==> src/rtl/wb_column_config_loader.sv <==
// Wishbone slave that shifts byte-lane write data LSB-first into one config chain per fabric column.
// Build macro CFG_READBACK_EN adds a saturating shifted-bit counter and count readback to the status word.
module wb_column_config_loader #(
   parameter int          NUM_COLS  = 3,
   parameter logic [31:0] BASE_ADDR = 32'h3000_0000
) (
   input  logic                wb_clk_i,
   input  logic                wb_rst_i,
   input  logic                wbs_stb_i,
   input  logic                wbs_cyc_i,
   input  logic                wbs_we_i,
   input  logic [3:0]          wbs_sel_i,
   input  logic [31:0]         wbs_addr_i,
   input  logic [31:0]         wbs_data_i,
   output logic                wbs_ack_o,
   output logic [31:0]         wbs_data_o,
   output logic [NUM_COLS-1:0] cfg_en_o,
   output logic [NUM_COLS-1:0] cfg_bit_o,
   output logic                busy_o
);

   localparam logic [7:0] OFF_STATUS = 8'h00;
   localparam logic [7:0] OFF_COUNT  = 8'h01;
   localparam logic [7:0] OFF_DATA   = 8'h02;

   typedef enum logic [1:0] {
      ST_IDLE,
      ST_SHIFT,
      ST_ACK
   } state_t;

   state_t                state_reg;
   state_t                state_next;
   logic                  req;
   logic                  accept;
   logic                  cnt_wr;
   logic                  data_wr;
   logic                  status_rd;
   logic [NUM_COLS-1:0]   load_nz;
   logic [NUM_COLS-1:0]   rem_last;
   logic [4*NUM_COLS-1:0] cnt_flat;
   logic [31:0]           rdata_reg;
   logic [31:0]           status_word;
   logic                  unused_bus;

   // Requests are only looked at in IDLE, so a request held through ACK is not taken twice.
   assign req       = wbs_stb_i & wbs_cyc_i & (wbs_addr_i[31:8] == BASE_ADDR[31:8]);
   assign accept    = req & (state_reg == ST_IDLE);
   assign cnt_wr    = accept &  wbs_we_i & (wbs_addr_i[7:0] == OFF_COUNT);
   assign data_wr   = accept &  wbs_we_i & (wbs_addr_i[7:0] == OFF_DATA);
   assign status_rd = accept & ~wbs_we_i & (wbs_addr_i[7:0] == OFF_STATUS);

   // Lanes beyond NUM_COLS are intentionally dropped.
   assign unused_bus = ^{wbs_sel_i, wbs_data_i, cnt_flat};

   generate
      for (genvar gi = 0; gi < NUM_COLS; gi++) begin : g_col
         logic [7:0] lane;
         logic [3:0] cnt_reg;
         logic [3:0] rem_reg;
         logic [7:0] shreg_reg;

         assign lane = wbs_data_i[8*gi +: 8];

         always_ff @(posedge wb_clk_i) begin
            if (!wb_rst_i) begin
               cnt_reg   <= 4'd8;
               rem_reg   <= 4'd0;
               shreg_reg <= 8'd0;
            end else begin
               if (cnt_wr && wbs_sel_i[gi]) begin
                  cnt_reg <= (lane > 8'd8) ? 4'd8 : lane[3:0];
               end
               if (data_wr) begin
                  if (wbs_sel_i[gi]) begin
                     shreg_reg <= lane;
                  end
                  rem_reg <= wbs_sel_i[gi] ? cnt_reg : 4'd0;
               end else if ((state_reg == ST_SHIFT) && (rem_reg != 4'd0)) begin
                  shreg_reg <= {1'b0, shreg_reg[7:1]};
                  rem_reg   <= rem_reg - 4'd1;
               end
            end
         end

         assign load_nz[gi]           = wbs_sel_i[gi] & (cnt_reg != 4'd0);
         assign rem_last[gi]          = (rem_reg <= 4'd1);
         assign cfg_en_o[gi]          = (state_reg == ST_SHIFT) & (rem_reg != 4'd0);
         assign cfg_bit_o[gi]         = cfg_en_o[gi] & shreg_reg[0];
         assign cnt_flat[4*gi +: 4]   = cnt_reg;
      end
   endgenerate

`ifdef CFG_READBACK_EN
   logic [23:0] total_bits_reg;
   logic [2:0]  en_pop;
   logic [24:0] total_sum;

   always_comb begin
      en_pop = 3'd0;
      for (int c = 0; c < NUM_COLS; c++) begin
         en_pop = en_pop + {2'b00, cfg_en_o[c]};
      end
      total_sum = {1'b0, total_bits_reg} + {22'd0, en_pop};
   end

   always_ff @(posedge wb_clk_i) begin
      if (!wb_rst_i) begin
         total_bits_reg <= 24'd0;
      end else if (state_reg == ST_SHIFT) begin
         total_bits_reg <= total_sum[24] ? 24'hFF_FFFF : total_sum[23:0];
      end
   end

   assign status_word = {busy_o, 3'b000, cnt_flat[3:0], total_bits_reg};
`else
   assign status_word = 32'h0000_0000;
`endif

   always_ff @(posedge wb_clk_i) begin
      if (!wb_rst_i) begin
         state_reg <= ST_IDLE;
         rdata_reg <= 32'd0;
      end else begin
         state_reg <= state_next;
         if (accept) begin
            rdata_reg <= status_rd ? status_word : 32'd0;
         end else if (state_reg == ST_ACK) begin
            rdata_reg <= 32'd0;
         end
      end
   end

   // SHIFT ends on the edge that retires the last bit so ack lands exactly M+1 cycles after the request.
   always_comb begin
      state_next = state_reg;
      case (state_reg)
         ST_IDLE: begin
            if (accept) begin
               state_next = (data_wr && (|load_nz)) ? ST_SHIFT : ST_ACK;
            end
         end
         ST_SHIFT: begin
            if (&rem_last) begin
               state_next = ST_ACK;
            end
         end
         ST_ACK: begin
            state_next = ST_IDLE;
         end
         default: begin
            state_next = ST_IDLE;
         end
      endcase
   end

   assign wbs_ack_o  = (state_reg == ST_ACK);
   assign wbs_data_o = rdata_reg;
   assign busy_o     = (state_reg == ST_SHIFT);

endmodule
==> config.mk <==
export PLATFORM = sky130hd
export DESIGN_NAME = wb_column_config_loader
export DESIGN_NICKNAME = d
export VERILOG_FILES = /design/src/rtl/wb_column_config_loader.sv
export SDC_FILE = /design/constraint.sdc
export NUM_CORES = 1
export LEC_CHECK = 0
export CAP_MARGIN = 10
export CORE_MARGIN = 5
export CORE_UTILIZATION = 51
export CTS_BUF_LIST = sky130_fd_sc_hd__clkbuf_2
export CTS_CLUSTER_SIZE = 16
export DETAILED_ROUTE_END_ITERATION = 8
export GPL_ROUTABILITY_DRIVEN = 0
export HOLD_SLACK_MARGIN = 0.05
export PLACE_DENSITY = 0.94
export SYNTH_ARGS = -nofsm -noshare
export SYNTH_HDL_FRONTEND = slang
export SYNTH_SLANG_ARGS = --single-unit
==> constraint.sdc <==
create_clock -name wb_clk_i -period 3.2 [get_ports wb_clk_i]
set_clock_uncertainty 0.15 [all_clocks]
set_input_delay 0.64 -clock wb_clk_i [delete_from_list [all_inputs] [get_ports wb_clk_i]]
set_output_delay 0.64 -clock wb_clk_i [all_outputs]
set_load 0.01 [all_outputs]
## Word-level counts from Yosys, hierarchy flattened

Cells that the tools add are included.

| storage, ports and cells | value |
|---|---|
| output and inout port bits | 40 |
| flip-flop bits (word level) | 50 |
| logic and storage cells | 92 |

| operators by class | value |
|---|---|
| bitwise operators | 15 |
| order comparisons | 6 |
| multiplexer cells | 25 |
| equality and inequality tests | 10 |
| $add $sub $neg | 3 |
| reduce and logical (&&, ||, !) cells | 23 |

Operators by type and width:

| cell | count |
|---|---|
| $mux W8 | 9 |
| $mux W4 | 12 |
| $eq A24 B22 Y1 const B | 1 |
| $gt A8 B4 Y1 const B | 3 |
| $reduce_bool A4 Y1 | 6 |
| $and A1 B1 Y1 | 15 |
| $le A4 B1 Y1 const B | 3 |
| $sub A4 B1 Y4 const B | 3 |
| $eq A8 B1 Y1 const B | 1 |
| $eq A8 B2 Y1 const B | 1 |
| $ne A2 B2 Y1 const B | 4 |
| $reduce_and A2 Y1 | 4 |
| $logic_and A1 B1 Y1 | 7 |
| $mux W2 | 3 |
| $reduce_bool A2 Y1 | 3 |
| $pmux W2 S2 | 1 |
| $reduce_and A3 Y1 | 1 |
| $reduce_or A3 Y1 | 1 |
| $eq A2 B1 Y1 const B | 1 |
| $eq A2 B2 Y1 const B | 1 |
| $logic_not A2 Y1 | 1 |
| $ne A2 B1 Y1 const B | 1 |

## Longest topological paths before layout

| depth | value |
|---|---|
| depth after elaboration | 9 |
| mapped depth | 7 |

## Least setup slack after synthesis

OpenSTA, ideal clock, no wires.

| timing path | value |
|---|---|
| path type | register to output |
| start | reg g_col[2].rem_reg[0] |
| end | out cfg_bit_o[2] |
| buffers on the path | 1 |
| cell stages (with the launch flop) | 6 |
| arrival time | 1.314 ns |
| path slack | 1.096 ns |
| cell sequence | dfxtp_1 inv_1 ha_1 a21oi_2 buf_6 and2_1 |

| on the way | value |
|---|---|
| word-level cells in the longest chain between the ends | 3 |

RTL lines:

| item | line | text |
|---|---|---|
| start, declared | 60 | `logic [3:0] rem_reg;` |
| start signal, assigned | 78 | `rem_reg <= wbs_sel_i[gi] ? cnt_reg : 4'd0;` |
| start signal, assigned | 81 | `rem_reg <= rem_reg - 4'd1;` |
| $reduce_bool A4 Y1 | 88 | `assign cfg_en_o[gi] = (state_reg == ST_SHIFT) & (rem_reg != 4'd0);` |
| $and A1 B1 Y1 | 88 |  |
| via cfg_en_o[2] | 17 | `output logic [NUM_COLS-1:0] cfg_en_o,` |
| $and A1 B1 Y1 | 89 | `assign cfg_bit_o[gi] = cfg_en_o[gi] & shreg_reg[0];` |
| end, declared | 18 | `output logic [NUM_COLS-1:0] cfg_bit_o,` |

The timed path passes the listed nets, and every way through them passes these cells.

## Final worst setup path

| timing path | value |
|---|---|
| start | reg g_col[1].rem_reg[0] |
| end | out cfg_en_o[1] |

| on the way | value |
|---|---|
| word-level cells in the longest chain between the ends | 2 |

RTL lines:

| item | line |
|---|---|
| start, declared | 60 |
| start signal, assigned | 78 |
| start signal, assigned | 81 |
| $reduce_bool A4 Y1 | 88 |
| $and A1 B1 Y1 | 88 |
| end, declared | 17 |

Every way passes these cells.

==> out/qor.txt <==
Initial Util = 52.0%
Adder-Cell Fraction of Synth Area = 2.29%
worst hold path type = register to register
DR DRC count = 0
Clock Latency Late Sink = 0.42 ns
Critical Path Sink Type = output pin
clock transition at the registers of the reported paths = 0.25 ns
met3 Use GR = 2.92%
P per Cell Area = 259 nW/um^2
Die Span Y = 90.2 um
most common cell in the netlist = nand2_1
Synth cell types = 50
overall routed net length = 7590 um
Min-Delay Path Depth = 2
fin. max-slew vios = 0
YS warnings = 0
vias = 2855
area grow syn2layout = 21.1%
CTS Buf Count = 5
synth top area cells = dfxtp_1 (31%), mux2i_1 (16%), buf_4 (8.5%)
drt first pass iters = 4
nets = 530
combinational family with the most area after synthesis = simple AND/OR/NAND/NOR gates
VDD IR max = 0.252 mV
crit path kind = register to output pin
vias in the first global route = 2803
Filler cells = 512
Switch Pwr = 0.263 mW
Peak Freq = 334 MHz
full die area = 8140 sq um
root buf cell = clkbuf_2
first-pass GRT wire length = 12900 um
Mapped Area = 3280 sq um
Clk network pwr share = 24.1%
static leakage = 1.71 nW
I/O Buffers = 71
Via density = 5.41
post-DP HPWL = 5930 um
register area share after synthesis = 30.5%
CP Launch Type = register
Setup TNS = 0 ns
met1 track utilization from global routing = 21.6%
met2 Use GR = 34.3%
busiest layer in global routing = met2
total gr overflow = 0
area share of the largest cell type after synthesis = 30.5%
EDFF count, synth = 0
Max clock buf depth = 2
endpoints failing hold = 0
DR WL/cell = 14.4 um
Synth area leader = dfxtp_1
core area = 6310 sq um
Register Area = 1000 sq um
initial antenna violation count = 0
WP data arrival = 2.21 ns
internal power = 0.764 mW
row cnt = 29
mux share of post-synthesis cell area = 16.5%
Die X = 90.2 um
area share of and/or/nand/nor cells after synthesis = 27.4%
minimum clock period = 3.00 ns
max reg flops = 24
Post-Place Cells = 521
status = complete, no violations
Total GRT Usage = 18.3%
share of layout cells above drive strength 1 = 9.76%
number of buffers added for setup after CTS = 0
worst path required time = 2.41 ns
Synth Area in Compound Gates = 9.34%
TritonCTS clock tree = done
Synth Register Bits = 50
Sw Share = 25.6%
IO Count = 113
Antenna Cells = 0
largest net degree at the start of global routing = 27
XOR/XNOR Fraction of Synth Area = 1.33%
worst reg-to-reg path cell count = 6
Post-synth top cells = nand2_1 (74), mux2i_1 (54), dfxtp_1 (50)
Avg Inst Size Synth = 8.54 sq um
RSZ-0062 raised after global routing = no
Finish-stage setup viols = 0
crit-path max FO = 12
Flop pwr share = 60.8%
final std cells w/o fill = 528
Post-DRT Antenna Nets = 0
total clock sinks = 50
H-tree levels = 2
Initial DRC Count = 246
top_reg_cell synth = dfxtp_1
Tcrit/Tclk final = 93.7%
Core Util, Final = 62.9%
reported max-cap violation count = 0
combinational power share = 15.0%
asr flop ratio synth = 0%
synthesized instance count = 384
Multi-input gate area = 1990 sq um
==> cells by family (layout without fill, tap and decap cells) <==
logic type,Yosys count,count (layout)
and+or+nand+nor,164,164
DFF,50,50
adders and majority gates,6,6
other,1,32
AOI/OAI and AO/OA,40,40
buffers and inverters,64,100
muxes,54,54
xor gates and xnor gates,5,5
==> through the flow <==
stage	total power [mW]	setup slack [ns]	area, sq um	hold slack, ns
4_1_cts	1.03	0.107	3960	0.323
3_3_place_gp	0.786	0.468	3920	0.315
6_report	1.03	0.202	3970	0.321
2_1_floorplan	0.725	1.10	3400	0.301
3_5_place_dp	0.789	0.431	3920	0.319
5_1_grt	1.07	0.0677	3970	0.327
==> cell usage in the layout, fill, tap and decap left out, types with 5 or more instances in the layout <==
cell,count
nand3_1,5
ha_1,6
clkbuf_2,5
conb_1,32
nor2_1,10
clkdlybuf4s50_1,71
mux2i_1,54
inv_1,9
nor2b_1,8
buf_4,13
a21oi_1,11
and3_1,25
nand2_1,74
nand3_2,5
dfxtp_1,50
a211oi_1,5
==> critical path, stage by stage (launching register included) <==
cell and delay, ns:
dfxtp_1 0.42, inv_1 0.08, ha_1 0.27, a21oi_4 0.19, buf_4 0.25, clkdlybuf4s50_1 0.57
==> worst paths after layout <==
path | start | end | slack [ns]
min reg2reg | g_col[1].cnt_reg[1]$_SDFFE_PN0P_ | g_col[1].rem_reg[1]$_SDFFE_PN0P_ | 0.32
max | g_col[1].rem_reg[0]$_SDFFE_PN0P_ | cfg_en_o[1] | 0.20
max reg2reg | state_reg[1]$_SDFFE_PN0P_ | g_col[1].shreg_reg[4]$_SDFFE_PN0P_ | 1.26
min | g_col[1].cnt_reg[1]$_SDFFE_PN0P_ | g_col[1].rem_reg[1]$_SDFFE_PN0P_ | 0.32
==> layer usage <==
| layer | wire (um) | vias up |
|---|---|---|
| met4 | 48 | 0 |
| li1 | - | 1408 |
| met1 | 3160 | 1369 |
| met5 | 0 | - |
| met3 | 345 | 6 |
| met2 | 4040 | 72 |
==> power groups by stage <==
stage / Clock, mW / Combinational (mW) / Sequential (mW)
6_report: 0.248 / 0.155 / 0.625
5_1_grt: 0.281 / 0.166 / 0.626
4_1_cts: 0.253 / 0.153 / 0.625
3_5_place_dp: 0 / 0.152 / 0.636
3_3_place_gp: 0 / 0.150 / 0.636
2_1_floorplan: 0 / 0.0888 / 0.636
==> cell type report <==
| type | count | share of cell area [%] |
|---|---|---|
| repair buffers | 84 | 20.3 |
| clock inverters | 2 | 0.378 |
| inverters | 9 | 0.850 |
| well taps | 77 | 2.42 |
| multi-input cells | 301 | 50.2 |
| flip-flops and latches | 50 | 25.2 |
| clock buffers | 5 | 0.630 |
==> repair_timing <==
| item | 4_1_cts | 5_1_grt |
|---|---|---|
| endpoints found under the setup margin | 0 | 1 |
| hold buffers | 0 | 0 |
| gates resized for setup | 0 | 2 |
Note: power is estimated with default switching activity, not from simulation.
